$ cat config.mk
export PLATFORM = sky130hd
export DESIGN_NAME = pe_mb
export DESIGN_NICKNAME = d
export VERILOG_FILES = /design/src/rtl/pe_mb.sv
export SDC_FILE = /design/constraint.sdc
export NUM_CORES = 1
export LEC_CHECK = 0
export ABC_AREA = 1
export ABC_CLOCK_PERIOD_IN_PS = 10200
export BUFFER_PORTS_ARGS = -buffer_cell sky130_fd_sc_hd__buf_2
export CORE_ASPECT_RATIO = 1.2
export CORE_UTILIZATION = 50
export DETAILED_ROUTE_END_ITERATION = 10
export PLACE_DENSITY_LB_ADDON = 0.05
export SETUP_SLACK_MARGIN = 0.3
export SYNTH_ARGS = -nofsm -noshare
export SYNTH_HDL_FRONTEND = slang
export SYNTH_SLANG_ARGS = --single-unit
$ cat constraint.sdc
create_clock -name clk -period 10.2 [get_ports clk]
set_clock_uncertainty 0.2 [all_clocks]
set_input_delay 2.04 -clock clk [delete_from_list [all_inputs] [get_ports clk]]
set_output_delay 2.04 -clock clk [all_outputs]
set_load 0.01 [all_outputs]
$ cat src/rtl/pe_mb.sv
// pe_mb: second-generation systolic processing element.
//   Weight-stationary (WS) and output-stationary (OS) modes, a W_SLOTS-deep
//   weight prefetch queue, and optional saturation of accumulate results.
// Ports:
//   clk, rst_n                      clock (rising edge), async active-low reset
//   pe_enabled                      0 freezes state, strobes register 0
//   pe_mode                         0=WS, 1=OS (registered into mode_q)
//   pe_input_in/pe_valid_in         activation from the left
//   pe_switch_in                    pop next queued weight into active
//   pe_weight_in/pe_accept_w_in     weight push (WS) / streaming operand (OS)
//   pe_psum_in                      partial sum from above
//   pe_drain_in                     OS: emit accumulator and clear it
//   pe_*_out mirrors                the matching inputs delayed one cycle
//   pe_psum_out/pe_psum_valid_out   result to the PE below
//   pe_w_full                       weight queue holds W_SLOTS entries
//   pe_w_err                        sticky push-when-full / pop-when-empty
module pe_mb #(
  parameter int unsigned DATA_W  = 8,
  parameter int unsigned ACC_W   = 32,
  parameter int unsigned W_SLOTS = 4,
  parameter int unsigned SAT_EN  = 1
) (
  input  logic              clk,
  input  logic              rst_n,
  input  logic              pe_enabled,
  input  logic              pe_mode,
  input  logic [DATA_W-1:0] pe_input_in,
  input  logic              pe_valid_in,
  input  logic              pe_switch_in,
  input  logic [DATA_W-1:0] pe_weight_in,
  input  logic              pe_accept_w_in,
  input  logic [ACC_W-1:0]  pe_psum_in,
  input  logic              pe_drain_in,
  output logic [DATA_W-1:0] pe_input_out,
  output logic              pe_valid_out,
  output logic              pe_switch_out,
  output logic [DATA_W-1:0] pe_weight_out,
  output logic              pe_accept_w_out,
  output logic              pe_drain_out,
  output logic [ACC_W-1:0]  pe_psum_out,
  output logic              pe_psum_valid_out,
  output logic              pe_w_full,
  output logic              pe_w_err
);

  localparam int unsigned PTR_W = (W_SLOTS > 1) ? $clog2(W_SLOTS) : 1;
  localparam int unsigned CNT_W = $clog2(W_SLOTS + 1);

  typedef enum logic {MODE_WS = 1'b0, MODE_OS = 1'b1} mode_e;

  logic [DATA_W-1:0] input_q, input_d, weight_q, weight_d;
  logic              valid_q, valid_d, switch_q, switch_d;
  logic              accept_q, accept_d, drain_q, drain_d;
  logic [ACC_W-1:0]  psum_q, psum_d, acc_q, acc_d;
  logic              psum_valid_q, psum_valid_d;
  logic              err_q, err_d;
  mode_e             mode_q, mode_d;
  logic [DATA_W-1:0] active_w_q, active_w_d;
  logic [DATA_W-1:0] mem_q [W_SLOTS];
  logic [DATA_W-1:0] mem_d [W_SLOTS];
  logic [PTR_W-1:0]  wr_ptr_q, wr_ptr_d, rd_ptr_q, rd_ptr_d;
  logic [CNT_W-1:0]  cnt_q, cnt_d;

  logic                     full, empty, push_ok, pop_ok;
  logic signed [2*DATA_W-1:0] ws_prod, os_prod;
  logic [ACC_W-1:0]         ws_ext, os_ext;

  assign full    = (cnt_q == CNT_W'(W_SLOTS));
  assign empty   = (cnt_q == '0);
  assign ws_prod = $signed(pe_input_in) * $signed(active_w_q);
  assign os_prod = $signed(pe_input_in) * $signed(pe_weight_in);
  assign ws_ext  = ACC_W'(ws_prod);
  assign os_ext  = ACC_W'(os_prod);

  function automatic logic [PTR_W-1:0] ptr_inc(logic [PTR_W-1:0] p);
    return (p == PTR_W'(W_SLOTS - 1)) ? '0 : p + 1'b1;
  endfunction

  // One extra bit catches overflow: the top two bits disagree on overflow.
  function automatic logic [ACC_W-1:0] add_sat(logic [ACC_W-1:0] a, logic [ACC_W-1:0] b);
    logic [ACC_W:0] s;
    s = {a[ACC_W-1], a} + {b[ACC_W-1], b};
    if (SAT_EN != 0 && s[ACC_W] != s[ACC_W-1])
      return s[ACC_W] ? {1'b1, {(ACC_W-1){1'b0}}} : {1'b0, {(ACC_W-1){1'b1}}};
    return s[ACC_W-1:0];
  endfunction

  always_comb begin
    input_d      = input_q;
    weight_d     = weight_q;
    valid_d      = 1'b0;
    switch_d     = 1'b0;
    accept_d     = 1'b0;
    drain_d      = 1'b0;
    psum_d       = psum_q;
    psum_valid_d = 1'b0;
    acc_d        = acc_q;
    err_d        = err_q;
    mode_d       = mode_q;
    active_w_d   = active_w_q;
    mem_d        = mem_q;
    wr_ptr_d     = wr_ptr_q;
    rd_ptr_d     = rd_ptr_q;
    cnt_d        = cnt_q;
    pop_ok       = 1'b0;
    push_ok      = 1'b0;
    if (pe_enabled) begin
      input_d  = pe_input_in;
      weight_d = pe_weight_in;
      valid_d  = pe_valid_in;
      switch_d = pe_switch_in;
      accept_d = pe_accept_w_in;
      drain_d  = pe_drain_in;
      mode_d   = mode_e'(pe_mode);

      // A same-cycle pop frees the slot, so push-when-full is legal with it.
      pop_ok  = pe_switch_in && !empty;
      push_ok = pe_accept_w_in && (!full || pop_ok);
      if ((pe_switch_in && empty) || (pe_accept_w_in && !push_ok))
        err_d = 1'b1;
      if (push_ok) begin
        mem_d[wr_ptr_q] = pe_weight_in;
        wr_ptr_d        = ptr_inc(wr_ptr_q);
      end
      if (pop_ok) begin
        active_w_d = mem_q[rd_ptr_q];
        rd_ptr_d   = ptr_inc(rd_ptr_q);
      end
      cnt_d = cnt_q + CNT_W'(push_ok) - CNT_W'(pop_ok);

      if (mode_e'(pe_mode) != mode_q) begin
        acc_d  = '0;
        psum_d = '0;
      end else if (mode_q == MODE_WS) begin
        psum_d       = pe_valid_in ? add_sat(pe_psum_in, ws_ext) : '0;
        psum_valid_d = pe_valid_in;
      end else if (pe_drain_in) begin
        psum_d       = acc_q;
        psum_valid_d = 1'b1;
        acc_d        = pe_valid_in ? os_ext : '0;
      end else begin
        psum_d = pe_psum_in;
        if (pe_valid_in)
          acc_d = add_sat(acc_q, os_ext);
      end
    end
  end

  always_ff @(posedge clk or negedge rst_n) begin
    if (!rst_n) begin
      input_q      <= '0;
      weight_q     <= '0;
      valid_q      <= 1'b0;
      switch_q     <= 1'b0;
      accept_q     <= 1'b0;
      drain_q      <= 1'b0;
      psum_q       <= '0;
      psum_valid_q <= 1'b0;
      acc_q        <= '0;
      err_q        <= 1'b0;
      mode_q       <= MODE_WS;
      active_w_q   <= '0;
      wr_ptr_q     <= '0;
      rd_ptr_q     <= '0;
      cnt_q        <= '0;
      for (int unsigned i = 0; i < W_SLOTS; i++)
        mem_q[i] <= '0;
    end else begin
      input_q      <= input_d;
      weight_q     <= weight_d;
      valid_q      <= valid_d;
      switch_q     <= switch_d;
      accept_q     <= accept_d;
      drain_q      <= drain_d;
      psum_q       <= psum_d;
      psum_valid_q <= psum_valid_d;
      acc_q        <= acc_d;
      err_q        <= err_d;
      mode_q       <= mode_d;
      active_w_q   <= active_w_d;
      wr_ptr_q     <= wr_ptr_d;
      rd_ptr_q     <= rd_ptr_d;
      cnt_q        <= cnt_d;
      mem_q        <= mem_d;
    end
  end

  assign pe_input_out      = input_q;
  assign pe_valid_out      = valid_q;
  assign pe_switch_out     = switch_q;
  assign pe_weight_out     = weight_q;
  assign pe_accept_w_out   = accept_q;
  assign pe_drain_out      = drain_q;
  assign pe_psum_out       = psum_q;
  assign pe_psum_valid_out = psum_valid_q;
  assign pe_w_full         = full;
  assign pe_w_err          = err_q;

endmodule

# After elaboration in Yosys (flattened, before gate mapping)
# Cells that the tools add are included.
# W data, S select, Z words.
[word_totals]
ff_bits = 134
mem_bits_ro = 0
inputBits = 56
latch_bits = 0
ramBits = 0
n_memories = 0
[classes]
div_mod_pow = 0
n_addsub = 6
mux = 41
shift = 0
bitwise = 2
eq_ne = 6
magnitude_cmp = 3
n_reduce_logical = 17
n_mul = 2
[ops]
columns = ["op", "n"]
rows = [
  ["$mux W32", 15],
  ["$add A32 B16 Y33", 2],
  ["$bwmux W32", 1],
  ["$mul A8 B8 Y16", 2],
  ["$mux W8", 3],
  ["$mux W1", 18],
  ["$bmux W8 S2", 1],
  ["$demux W8 S2", 1],
  ["$ge A3 B3 Y1 const B", 2],
  ["$not A2 Y3", 2],
  ["$reduce_and A2 Y1", 3],
  ["$logic_and A1 B1 Y1", 5],
  ["$add A2 B1 Y2 const B", 2],
  ["$eq A2 B2 Y1 const B", 2],
  ["$mux W2", 2],
  ["$add A3 B1 Y3", 1],
  ["$eq A3 B3 Y1 const B", 1],
  ["$logic_not A1 Y1", 3],
  ["$logic_not A3 Y1", 1],
  ["$lt A3 B1 Y1 const B", 1],
  ["$ne A1 B1 Y1", 3],
  ["$reduce_and A3 Y1", 1],
  ["$reduce_bool A3 Y1", 1],
  ["$sub A3 B1 Y3", 1],
  ["2 further kinds", 3],
]

# Longest topological paths before layout
[depth]
depth_word = 14
depth_mapped = 40
depth_no_buf = 37

# Worst setup path before layout
# No wires, ideal clock.
[synth_timing]
path_type = "input-to-reg"
startpoint = "input port pe_input_in[7]"
endpoint = "register acc_q[27]"
cell_stages = 35
t_required_ps = 9883
path_slack_ps = 2191
arrival_time_ps = 7691
setup_ps = 117
cell_sequence = "clkbuf_1 clkbuf_1 nand2_1 fa_1 inv_1 fa_1 inv_1 fa_1 inv_1 fa_1 ha_1 nand2_1 nor2_1 nand3_1 nand3_1 nand3b_1 and2_1 ha_1 nand2_1 inv_1 nand2_1 nand2_1 a21oi_1 nand2_2 nand2_2 nand2_1 nand2_1 nand2_4 nand2_4 nand2_8 inv_4 buf_8 nand2_2 nand3_1 nand2_1"
[synth_between]
elab_chain_len = 14
[synth_rtl]
columns = ["element", "line_no", "text"]
rows = [
  ["start, declared", "27", "input logic [DATA_W-1:0] pe_input_in,"],
  ["$mul A8 B8 Y16 *", "71", "assign os_prod = $signed(pe_input_in) * $signed(pe_weight_in);"],
  ["$add A32 B16 Y33", "82", "s = {a[ACC_W-1], a} + {b[ACC_W-1], b};"],
  ["$ne A1 B1 Y1", "83", "if (SAT_EN != 0 && s[ACC_W] != s[ACC_W-1])"],
  ["$mux W1", "83", ""],
  ["$mux W1", "143", "if (pe_valid_in)"],
  ["$mux W1", "137", "end else if (pe_drain_in) begin"],
  ["$mux W1", "134", "end else if (mode_q == MODE_WS) begin"],
  ["$mux W1", "131", "if (mode_e'(pe_mode) != mode_q) begin"],
  ["$mux W1", "107", "if (pe_enabled) begin"],
  ["$mux W32", "85", "return s[ACC_W-1:0];"],
  ["$mux W32", "143", ""],
  ["$mux W32 *", "137", ""],
  ["$mux W32 *", "134", ""],
  ["$mux W32 *", "131", ""],
  ["end signal, assigned", "159", "acc_q <= '0;"],
  ["end signal, assigned", "177", "acc_q <= acc_d;"],
  ["end, declared", "54", "logic [ACC_W-1:0] psum_q, psum_d, acc_q, acc_d;"],
]
# Mark *: on every way between the ends. The rest lies on a longest branch, timed or not. The select of a mux whose other input is x is not followed.
# A chain may end at the register's enable or synchronous reset.

# Worst setup path in the final report
[layout_timing]
startpoint = "input port pe_input_in[7]"
endpoint = "register acc_q[14]"
# Same word-level chain as after synthesis.

==> results.toml <==
[synthesis]
synthDistinctLibCells = 45
netlist_area_um2 = 18050
netlist_instances = 2484
yosysSeqAreaShare_pct = 18.57
synthArstFlopShare_pct = 100.0
synth_edf_count = 0
synth.top_cell.area_share_pct = 21.85
synth_fp_nets = 2879
ys_ff_latch = 134
syn_avg_cell_area_um2 = 7.267
synth_most_common_cell = "nand2_1"
synth.largest_area_cell = "fa_1"
synth_commonest_cells = "nand2_1 (762), inv_1 (509), fa_1 (197)"
yosysWarnings = 0
post_synth_main_area_contributors = "fa_1 (22%), dfrtp_1 (19%), nand2_1 (16%)"
ys.flop_type = "dfrtp_1"

[hold_path]
min_path_type = "reg -> reg"
hold_path_end = "pe_input_out[6]$_DFFE_PN0P_"
holdPathStages = 2
hp-start = "pe_input_out[6]$_DFFE_PN0P_"

[die]
core-area_um2 = 35280
die_x_um = 175.5
io-pin-count = 111
die-area_um2 = 36870
start_util_pct = 51.16
dieHeight_um = 210.1
row_count = 75

[global_routing]
gr-total-overflow = 0
gr-max-usage-layer = "met2"
grt_pass1_wl_um = 82420
use_met2_pct = 51.05
grt_use_total_pct = 29.03
antenna_found_initial = 0
grt_pass1_vias = 15680
use_met1_pct = 36.45
grtUsageMet3_pct = 3.626
grt_max_degree = 72

[worst_setup_path]
cp_slowest_cell = "fa_1"
r2r_end = "pe_psum_out[27]$_DFFE_PN0P_"
r2r-start = "active_w_q[2]$_DFFE_PN0P_"
cp-end-kind = "flip-flop"
arrival_ns = 8.79
reg2reg_depth = 23
worstSetupPathType = "in -> reg"
rrSetupSlack_ns = 3.58
crit_fanout = 27
crit_path_frequent_cell = "nand2_1"
crit_family = "adder cells"
crit_buf_inv = 6
required_ns = 10.33
startpoint_type = "input port"
max_stage_delay_ns = 0.72

[route]
routed_via_density = 5.138
dr.pass1.iters = 6
drt_iter0_drc = 1050
post_drt_wl_per_cell_um = 16.96
drc = 0
antenna_left = 0
dr_total_vias = 15490
drt_wl_total_um = 51120

[sta]
min_period_over_period_pct = 84.88
worst_pin_slew_ns = 1.021
maxSlewHeadroom_pct = 31.69
fin_hold_ws_ns = 0.2705
finalMaxSlewViolations = 0
setup_viol = 0
max_freq_mhz = 115.5
fin_tns_setup_ns = 0
hold_violations = 0
rsz0062_at_grt = "no"
layout_min_cycle_time_ns = 8.657

[layout]
syn_to_final_growth_pct = 7.458
finish.utilization_pct = 54.98
fill_cells = 3550
drive_gt1_share_pct = 9.561
nNetsFinal = 2936
n_antenna_cell = 0

[clocking]
clock_path_buffers = 2
hold_buffers = 0
postCtsSetupRepairBufs = 0
cts.reportedPaths.clkPinSlew_ns = 0.06
clk_latency_ns = 0.44
cts_sinks = 134
tritoncts = "done"
cts_buffers = 17
postCtsResizedCells = 0
clock-root-buffer = "clkbuf_16"
htreeDepth = 4

[placed_design]
post-dp-hpwl_um = 41500
gp_congestion = 0.8949
port_buffers = 110

[flow_run]
maxCapViolations = 0

[run_status]
outcome = "finished, final reports clean"
==> layout make-up <==
type / instances / area [µm²] / share of cell area, %
flip-flops and latches: 134 / 3353 / 17.29
clock inverters: 12 / 106.4 / 0.5482
repair buffers: 118 / 616.8 / 3.180
clock buffers: 18 / 439.2 / 2.264
well taps: 462 / 578.1 / 2.980
inverters: 520 / 1954 / 10.07
multi-input cells: 1750 / 12350 / 63.67
==> kinds of logic (layout without fill, tap and decap cells) <==
logic type,after synthesis,in the layout,share of synthesized area (%)
muxes,7,7,0.4367
DFF,134,134,18.58
xor gates and xnor gates,54,54,2.620
adders and majority gates,339,339,31.69
AOI/OAI and AO/OA,273,273,8.241
and+or+nand+nor,1077,1077,25.40
buffers and inverters,600,668,13.04
==> worst max-delay path by stage <==
| stage | from | end | slack, ns | cells after the start |
|---|---|---|---|---|
| 6_report | pe_input_in[7] | acc_q[14]$_DFFE_PN0P_ | 1.54 | 31 |
| 2_1_floorplan | pe_input_in[7] | acc_q[27]$_DFFE_PN0P_ | 2.19 | 35 |
| 5_1_grt | pe_input_in[7] | acc_q[23]$_DFFE_PN0P_ | 0.97 | 30 |
| 4_1_cts | pe_input_in[7] | acc_q[14]$_DFFE_PN0P_ | 1.51 | 31 |
| 3_3_place_gp | pe_input_in[7] | acc_q[14]$_DFFE_PN0P_ | 1.23 | 30 |
| 3_5_place_dp | pe_input_in[7] | acc_q[24]$_DFFE_PN0P_ | 1.10 | 27 |
==> stage by stage <==
stage               std cells  cell area, µm²  setup WS [ns]
floorplan                2484           18050          2.191
detailed placement       2984           18850          1.102
global route             3014           19400         0.9699
finish                   3014           19400          1.543
CTS                      3014           19400          1.511
global placement         2984           18850          1.228
==> flip-flops by register name, indices dropped and copies added, names as in the netlist, 2 cells and up <==
register	count
acc_q	32
mem_q	32
pe_psum_out	32
active_w_q	8
pe_input_out	8
pe_weight_out	8
cnt_q	3
rd_ptr_q	2
wr_ptr_q	2
==> worst min-delay path, cell delays in order, from the launching register on <==
cell and delay, ns:
dfrtp_1 0.34, nand2_1 0.05, nand2_1 0.05
==> placed cells by master, fill, tap and decap left out, drive strengths merged <==
cell      instances
o21ai           122
a31oi             3
clkbuf           18
nor3             13
xnor2            33
nand3           104
o22ai             9
and3              4
clkinvlp          4
inv             519
fa              197
bufinv            1
xor2             21
clkinv            8
nand4            12
dfrtp           134
a21oi           108
a31o              1
nand2           789
or2              10
nand3b           10
nor2            130
o21a              2
ha              142
buf             118
o21bai           22
a22o              1
and2              5
a21o              5
mux2              7
==> routing by layer <==
| layer | wire [µm] | up-vias |
|---|---|---|
| met1 | 21430 | 7382 |
| met4 | 1719 | 0 |
| met3 | 2304 | 76 |
| met5 | 0 | - |
| met2 | 25670 | 412 |
| li1 | - | 7615 |
Power is not shown: default switching activity piles up to over one toggle a cycle in this logic, so the estimate is an artifact.
